File: src/rtl/seg_rr_sched.sv
// Round-robin scheduler that time-shares one 3-bit-code-to-7-line decoder among four requesters.
// Each grant shows the latched code for DWELL cycles, then pulses ack for the granted channel.
module seg_rr_sched #(
  parameter int DWELL = 4
) (
  input  logic        clk_i,
  input  logic        rst_i,
  input  logic [3:0]  req_i,
  input  logic [11:0] code_i,
  output logic [6:0]  seg_o,
  output logic [3:0]  gnt_o,
  output logic [3:0]  ack_o,
  output logic        busy_o
);

  typedef enum logic [1:0] {
    IDLE = 2'd0,
    SHOW = 2'd1,
    ACK  = 2'd2
  } state_e;

  // DWELL is meant to stay within 1..255 so the reload fits the 8-bit counter.
  localparam logic [7:0] DwellReload = 8'(DWELL - 1);

  state_e      state_q, state_d;
  logic [1:0]  ptr_q, ptr_d;
  logic [2:0]  code_q, code_d;
  logic [7:0]  cnt_q, cnt_d;
  logic [3:0]  gnt_q, gnt_d;
  logic [3:0]  ack_q, ack_d;
  logic [6:0]  seg_q, seg_d;
  logic        busy_q, busy_d;

  logic        winValid;
  logic [1:0]  winIdx;
  logic [2:0]  winCode;
  logic [1:0]  gntIdx;

  function automatic logic [6:0] decode(input logic [2:0] k);
    logic [6:0] pat;
    pat = 7'd0;
    case (k)
      3'd1: pat = 7'b0000001;
      3'd2: pat = 7'b0000010;
      3'd3: pat = 7'b0000100;
      3'd4: pat = 7'b0001000;
      3'd5: pat = 7'b0010000;
      3'd6: pat = 7'b0100000;
      3'd7: pat = 7'b1000000;
      default: pat = 7'd0;
    endcase
    return pat;
  endfunction

  // Search ptr+1, ptr+2, ptr+3, ptr; the 2-bit sum wraps so i=4 lands on ptr itself.
  always_comb begin
    winValid = 1'b0;
    winIdx   = ptr_q;
    for (int i = 1; i <= 4; i++) begin
      if (!winValid && req_i[ptr_q + 2'(i)]) begin
        winValid = 1'b1;
        winIdx   = ptr_q + 2'(i);
      end
    end
  end

  always_comb begin
    winCode = code_i[2:0];
    case (winIdx)
      2'd0: winCode = code_i[2:0];
      2'd1: winCode = code_i[5:3];
      2'd2: winCode = code_i[8:6];
      2'd3: winCode = code_i[11:9];
      default: winCode = code_i[2:0];
    endcase
  end

  always_comb begin
    gntIdx = 2'd0;
    case (gnt_q)
      4'b0010: gntIdx = 2'd1;
      4'b0100: gntIdx = 2'd2;
      4'b1000: gntIdx = 2'd3;
      default: gntIdx = 2'd0;
    endcase
  end

  always_comb begin
    state_d = state_q;
    ptr_d   = ptr_q;
    code_d  = code_q;
    cnt_d   = cnt_q;
    gnt_d   = gnt_q;
    seg_d   = seg_q;
    ack_d   = 4'd0;
    busy_d  = busy_q;
    case (state_q)
      IDLE: begin
        gnt_d  = 4'd0;
        seg_d  = 7'd0;
        busy_d = 1'b0;
        if (winValid) begin
          code_d  = winCode;
          gnt_d   = 4'b0001 << winIdx;
          seg_d   = decode(winCode);
          cnt_d   = DwellReload;
          busy_d  = 1'b1;
          state_d = SHOW;
        end
      end
      SHOW: begin
        busy_d = 1'b1;
        seg_d  = decode(code_q);
        if (cnt_q == 8'd0) begin
          ack_d   = gnt_q;
          gnt_d   = 4'd0;
          seg_d   = 7'd0;
          ptr_d   = gntIdx;
          state_d = ACK;
        end else begin
          cnt_d = cnt_q - 8'd1;
        end
      end
      ACK: begin
        gnt_d   = 4'd0;
        seg_d   = 7'd0;
        busy_d  = 1'b0;
        state_d = IDLE;
      end
      default: begin
        gnt_d   = 4'd0;
        seg_d   = 7'd0;
        busy_d  = 1'b0;
        state_d = IDLE;
      end
    endcase
  end

  // Pointer resets to 3 so channel 0 wins the first arbitration after reset.
  always_ff @(posedge clk_i or posedge rst_i) begin
    if (rst_i) begin
      state_q <= IDLE;
      ptr_q   <= 2'd3;
      code_q  <= 3'd0;
      cnt_q   <= 8'd0;
      gnt_q   <= 4'd0;
      ack_q   <= 4'd0;
      seg_q   <= 7'd0;
      busy_q  <= 1'b0;
    end else begin
      state_q <= state_d;
      ptr_q   <= ptr_d;
      code_q  <= code_d;
      cnt_q   <= cnt_d;
      gnt_q   <= gnt_d;
      ack_q   <= ack_d;
      seg_q   <= seg_d;
      busy_q  <= busy_d;
    end
  end

  assign seg_o  = seg_q;
  assign gnt_o  = gnt_q;
  assign ack_o  = ack_q;
  assign busy_o = busy_q;

endmodule
File: config.mk
export PLATFORM = sky130hd
export DESIGN_NAME = seg_rr_sched
export DESIGN_NICKNAME = d
export VERILOG_FILES = /design/src/rtl/seg_rr_sched.sv
export SDC_FILE = /design/constraint.sdc
export NUM_CORES = 1
export LEC_CHECK = 0
export CAP_MARGIN = 10
export CORE_MARGIN = 2
export CORE_UTILIZATION = 49
export DETAILED_ROUTE_END_ITERATION = 8
export HOLD_SLACK_MARGIN = 0.08
export PLACE_DENSITY = 0.86
export REMOVE_ABC_BUFFERS = 1
export SYNTH_ARGS = -nofsm -noshare
export SYNTH_HDL_FRONTEND = slang
export SYNTH_SLANG_ARGS = --single-unit
File: constraint.sdc
create_clock -name clk_i -period 2.6 [get_ports clk_i]
set_input_delay 0.26 -clock clk_i [delete_from_list [all_inputs] [get_ports clk_i]]
set_output_delay 0.26 -clock clk_i [all_outputs]
set_load 0.005 [all_outputs]
======== After elaboration in Yosys (flattened, before gate mapping) ========
Index checks and enable logic that the tools add are counted.
storage, ports and cells
  logic and storage cells ................. 91
  register bits ........................... 31
cells by class
  equal/unequal tests ..................... 24
  $lt $le $gt $ge ......................... 4
  shifts and indexed selects .............. 1
  mux-type cells .......................... 36
  reduce and logical (&&, ||, !) cells .... 14
  $add $sub $neg .......................... 4
operator list
  kind                 number
  $pmux 7 s7           2
  $eq 3x3->1 const B   8
  $mux 4               4
  $mux 8               2
  $pmux 8 s2           1
  $mux 7               2
  $pmux 7 s2           1
  $eq 3x2->1 const B   4
  $lt 2x3->1 const B   4
  $mux 2               6
  $pmux 3 s4           1
  $mux 1               9
  $bmux 1 s2           4
  $logic_not 8->1      1
  $pmux 4 s2           1
  $sub 8x1->8 const B  1
  $eq 3x1->1 const B   2
  $ne 2x2->1 const B   3
  $pmux 2 s3           1
  $reduce_and 2->1     3
  $add 2x2->2 const B  2
  $eq 2x1->1 const B   2
  $eq 2x2->1 const B   2
  $eq 4x2->1 const B   1
  11 further kinds     16

======== Longest topological paths before layout ========
  depth after elaboration ................. 19
  depth in mapped cells ................... 8

======== Least setup slack after synthesis ========
Ideal clock, no wire load.
  path kind ............................... register to register
  start ................................... reg ptr_q[1]
  end ..................................... reg seg_q[1] (netlist: seg_o[1])
  stages on the path, launching flop included .. 7
  path buffers ............................ 1
  path slack .............................. 0.474 ns
  data required time ...................... 2.480 ns
  data arrival time ....................... 2.006 ns
  library setup time ...................... 0.120 ns
  period minus slack after synthesis ...... 2.126 ns
  cells stage by stage .................... dfstp_2 > buf_6 > mux2i_1 > nor2_1 > nor3_2 > mux2_2 > a41o_2
on the way
  word-level cells in the longest chain between the ends .. 19
  elaborated cells between the ends (all ways) .. 40
  classes of those cells .................. 3 x add/sub; 10 x eq/ne; 20 x mux; 7 x reduce/logical
RTL lines
  element                             RTL line  text
  from (decl)                         26        logic [1:0] ptr_q, ptr_d;
  from (signal assigned)              152       ptr_q <= ptr_d;
  $add 2x1->2                         60, 62
  $bmux 1 s2                          60        if (!winValid && req_i[ptr_q + 2'(i)]) begin
  $mux 1 (implied by the code)        60
  $mux 1                              60
  $logic_not 1->1                     60
  $logic_and 1x1->1                   60
  $mux 1                              60
  $logic_not 1->1                     60
  [... 4 more ...]                    --
  $mux 2                              60
  $eq 2x2->1 (tied with other cells)  69        case (winIdx)
  $pmux 3 s4                          69
  $eq 3x3->1 (tied with other cells)  42        case (k)
  $pmux 7 s7                          42
  $mux 7 (*)                          102       if (winValid) begin
  $pmux 7 s2 (*)                      97        case (state_q)
  via seg_d[1]                        31        logic [6:0] seg_q, seg_d;
  to (signal assigned)                157       seg_q <= seg_d;
  to (decl)                           31
The timed path passes the listed nets; every way through them passes the cells marked *. The select of a mux whose other input is x is not followed.
A chain may end at the register's enable or synchronous reset.

======== Final worst setup path ========
  start ................................... reg ptr_q[1]
  end ..................................... reg seg_q[6] (netlist: seg_o[6])
The elaborated chain is that of the path after synthesis.

==> metrics.txt <==
CP max stage cell=dfstp_2; P&R area growth vs syn=32.7%; CP startpoint kind=flop; pin count of the biggest net entering global routing=32; worst-margin pin slew=581 ps; GRT met2 Usage=between 30% and 40%; CTS clk-pin slew, worst paths=approximately 100 ps; peak supply drop=approximately 0.00063 V; Final Hold Slack=between 200 and 300 ps; Worst path max stage delay=approximately 630 ps; Final Max Slew Viols=0; WP data required=2820 ps; total grt overflow=0; #FFs+latches synth=31; met1 Usage GRT=26.2%; routed len/inst=15.3 µm; routed vias=1261; Vias/cell=approximately 5.5; crit path time final=2230 ps; antenna cells=0; layout cells sized above 1=12.4%; Buf/Inv on CP=0; worst skew pair latency=340 ps; RSZ-0062 raised after global routing=false; number of global-route vias before repair=1241; Mapped Cells=141; post-synth cell types=38; Port Buffer Count=33; number of synthesized flops with an enable pin=0; Sink Count=31; most common cell after layout, fill and taps aside=clkdlybuf4s50_1; clock tree from TritonCTS=built; hold buffer count at CTS=0; Synth Area in Compound Gates=12.7%; Layout Skew=9.42 ps; final hold violation count=0; FF-to-FF Start=ptr_q[1]; status=completed; critical-path cell list=nand3b_1 -> a31oi_4 -> mux2i_1 -> mux2_4 -> o41ai_1; final core utilization=67.3%; Clock Tree Buf Depth=2; R2R cell count=5; H-tree Lvls=2; Final ANT Viol Nets=0; DP Wirelength=2.61 mm; postcts setup bufs=0; FF-to-FF setup slack=370 ps; post-synthesis async set-or-reset flop share=100%; DR pass1 iterations=4; critical path endpoint=seg_o[6]; Initial Utilization=50.7%; max_slew headroom=60.9%; Synth Area per Inst=about 11 µm²; Worst Path Max Fanout=10; WP depth=5; xor/xnor cell area share of the yosys netlist=about 4.6%; Die Width=60.0 µm; gpl congestion=0.753; worst hold path class=input port to async pin; Max-Cap Viols=0; period utilisation layout=85.7%; Synth Area in Adders=1.63%; commonest non-fill, non-tap cells in the layout=clkdlybuf4s50_1, dfrtp_1, nand2_1; Reg2Reg Capture Point=seg_o[6]; # IOs=34; Root Buffer=clkbuf_4; Final setup viols=0; Post-Syn Area=roughly 1500 µm²; Initial DRC Count=31; kind of critical path=flop to flop; Worst Setup SP=ptr_q[1]; static leakage=0.901 nW; Routed Wire Length=about 3.5 mm; Most Used Layer, Global Route=met2; post-synthesis simple-gate area fraction=18.7%; die area=roughly 3600 µm²; setup TNS=0 ps; die height=around 60 µm; Seq/Total Area, Yosys=50.7%; PD cells=1080 nW/µm²; first-pass GRT wire length=5.83 mm; Rows=20; Num CTS Buffers=5; Max Fclk=roughly 450 MHz; GRT Util Overall=22.3%; initial antenna violation count=0; Final nets=204; post-route DRC violation count=0; CP Data Arrival Time=2450 ps; CTS resizes=0; total power draw=roughly 2.2 mW; mux contribution to synthesized area=8.96%; Fillers=230; CP Capture Type=flop; family with the most delay on the worst path=compound AO/OA/AOI/OAI gates; met3 Use GR=9.31%; largest family of logic cells by synthesized area=simple AND/OR/NAND/NOR gates; core area=3030 µm²; ys flop type=dfrtp_1; Synth warnings=0
how the worst min path moves through the flow:
stage                    start       end  slack (ps)  cells past startpoint
CTS                      rst_i  ack_o[3]         290                      3
global route             rst_i    busy_o         300                      3
floorplan                rst_i  ack_o[0]         360                      1
global placement      cnt_q[0]  cnt_q[0]         480                      1
detailed placement  state_q[1]    busy_o         490                      1
finish                   rst_i  ack_o[3]         280                      3
sequential cells by signal, indices dropped and copies added, names as in the netlist:
name     count
busy_o       1
ptr_q        2
code_q       3
cnt_q        8
seg_o        7
ack_o        4
gnt_o        4
state_q      2
synthesized netlist by cell type, drive strengths merged (2+ instances only):
| master | instances | area, µm² |
|---|---|---|
| inv | 5 | 18.8 |
| and2 | 4 | 25.0 |
| clkbuf | 3 | 11.3 |
| o21ai | 4 | 20.0 |
| nand3 | 3 | 15.0 |
| xnor2 | 3 | 26.3 |
| nand2 | 13 | 48.8 |
| nor3 | 6 | 35.0 |
| nand2b | 2 | 12.5 |
| xor2 | 5 | 43.8 |
| nor2 | 12 | 45.0 |
| nand4b | 4 | 35.0 |
| nand3b | 4 | 30.0 |
| mux2i | 10 | 100 |
| o41ai | 8 | 70.1 |
| dfstp | 2 | 52.6 |
| dfrtp | 29 | 726 |
| a21oi | 3 | 15.0 |
| ha | 2 | 25.0 |
| mux2 | 3 | 37.5 |
power by group:
part / total, mW / switching, mW / internal, mW / leakage, nW
registers: 0.811 / 0.157 / 0.655 / 0.397
logic: 0.994 / 0.502 / 0.492 / 0.455
clock network: 0.399 / 0.172 / 0.227 / 0.0482
cell type report:
class,instances,area (µm²),area share (%)
flip-flops and latches,31,778,38.2
multi-input cells,101,716,35.1
repair buffers,40,383,18.8
well taps,44,55.1,2.70
clock buffers,6,51.3,2.52
clock inverters,2,35.0,1.72
inverters,5,18.8,0.921
per-stage QoR:
step	setup WS, ps	std cells	instance area [µm²]
finish	372	229	2040
global route	221	229	2040
CTS	399	229	2040
detailed placement	206	221	1950
global placement	246	221	1950
floorplan	506	137	1510
per-layer routing:
| metal | wire, µm | share of wire, % |
|---|---|---|
| met5 | 0 | 0 |
| met4 | 38 | 1.1 |
| met3 | 157 | 4.5 |
| met2 | 1800 | 51 |
| met1 | 1510 | 43 |
worst reg2reg max path, delay by kind of cell (launching register included):
| family | cells | cell delay [ps] |
|---|---|---|
| flops | 1 | 630 |
| mux | 2 | 530 |
| compound gates | 2 | 810 |
| simple gates | 1 | 150 |
cells by family after synthesis:
logic type / Yosys count
AND/OR/NAND/NOR: 54
adder cells (fa/ha/maj): 2
XOR/XNOR: 8
flip-flops: 31
AO/OA/AOI/OAI: 24
buffers and inverters: 9
multiplexers: 13
(Power assumes the default switching activity.)
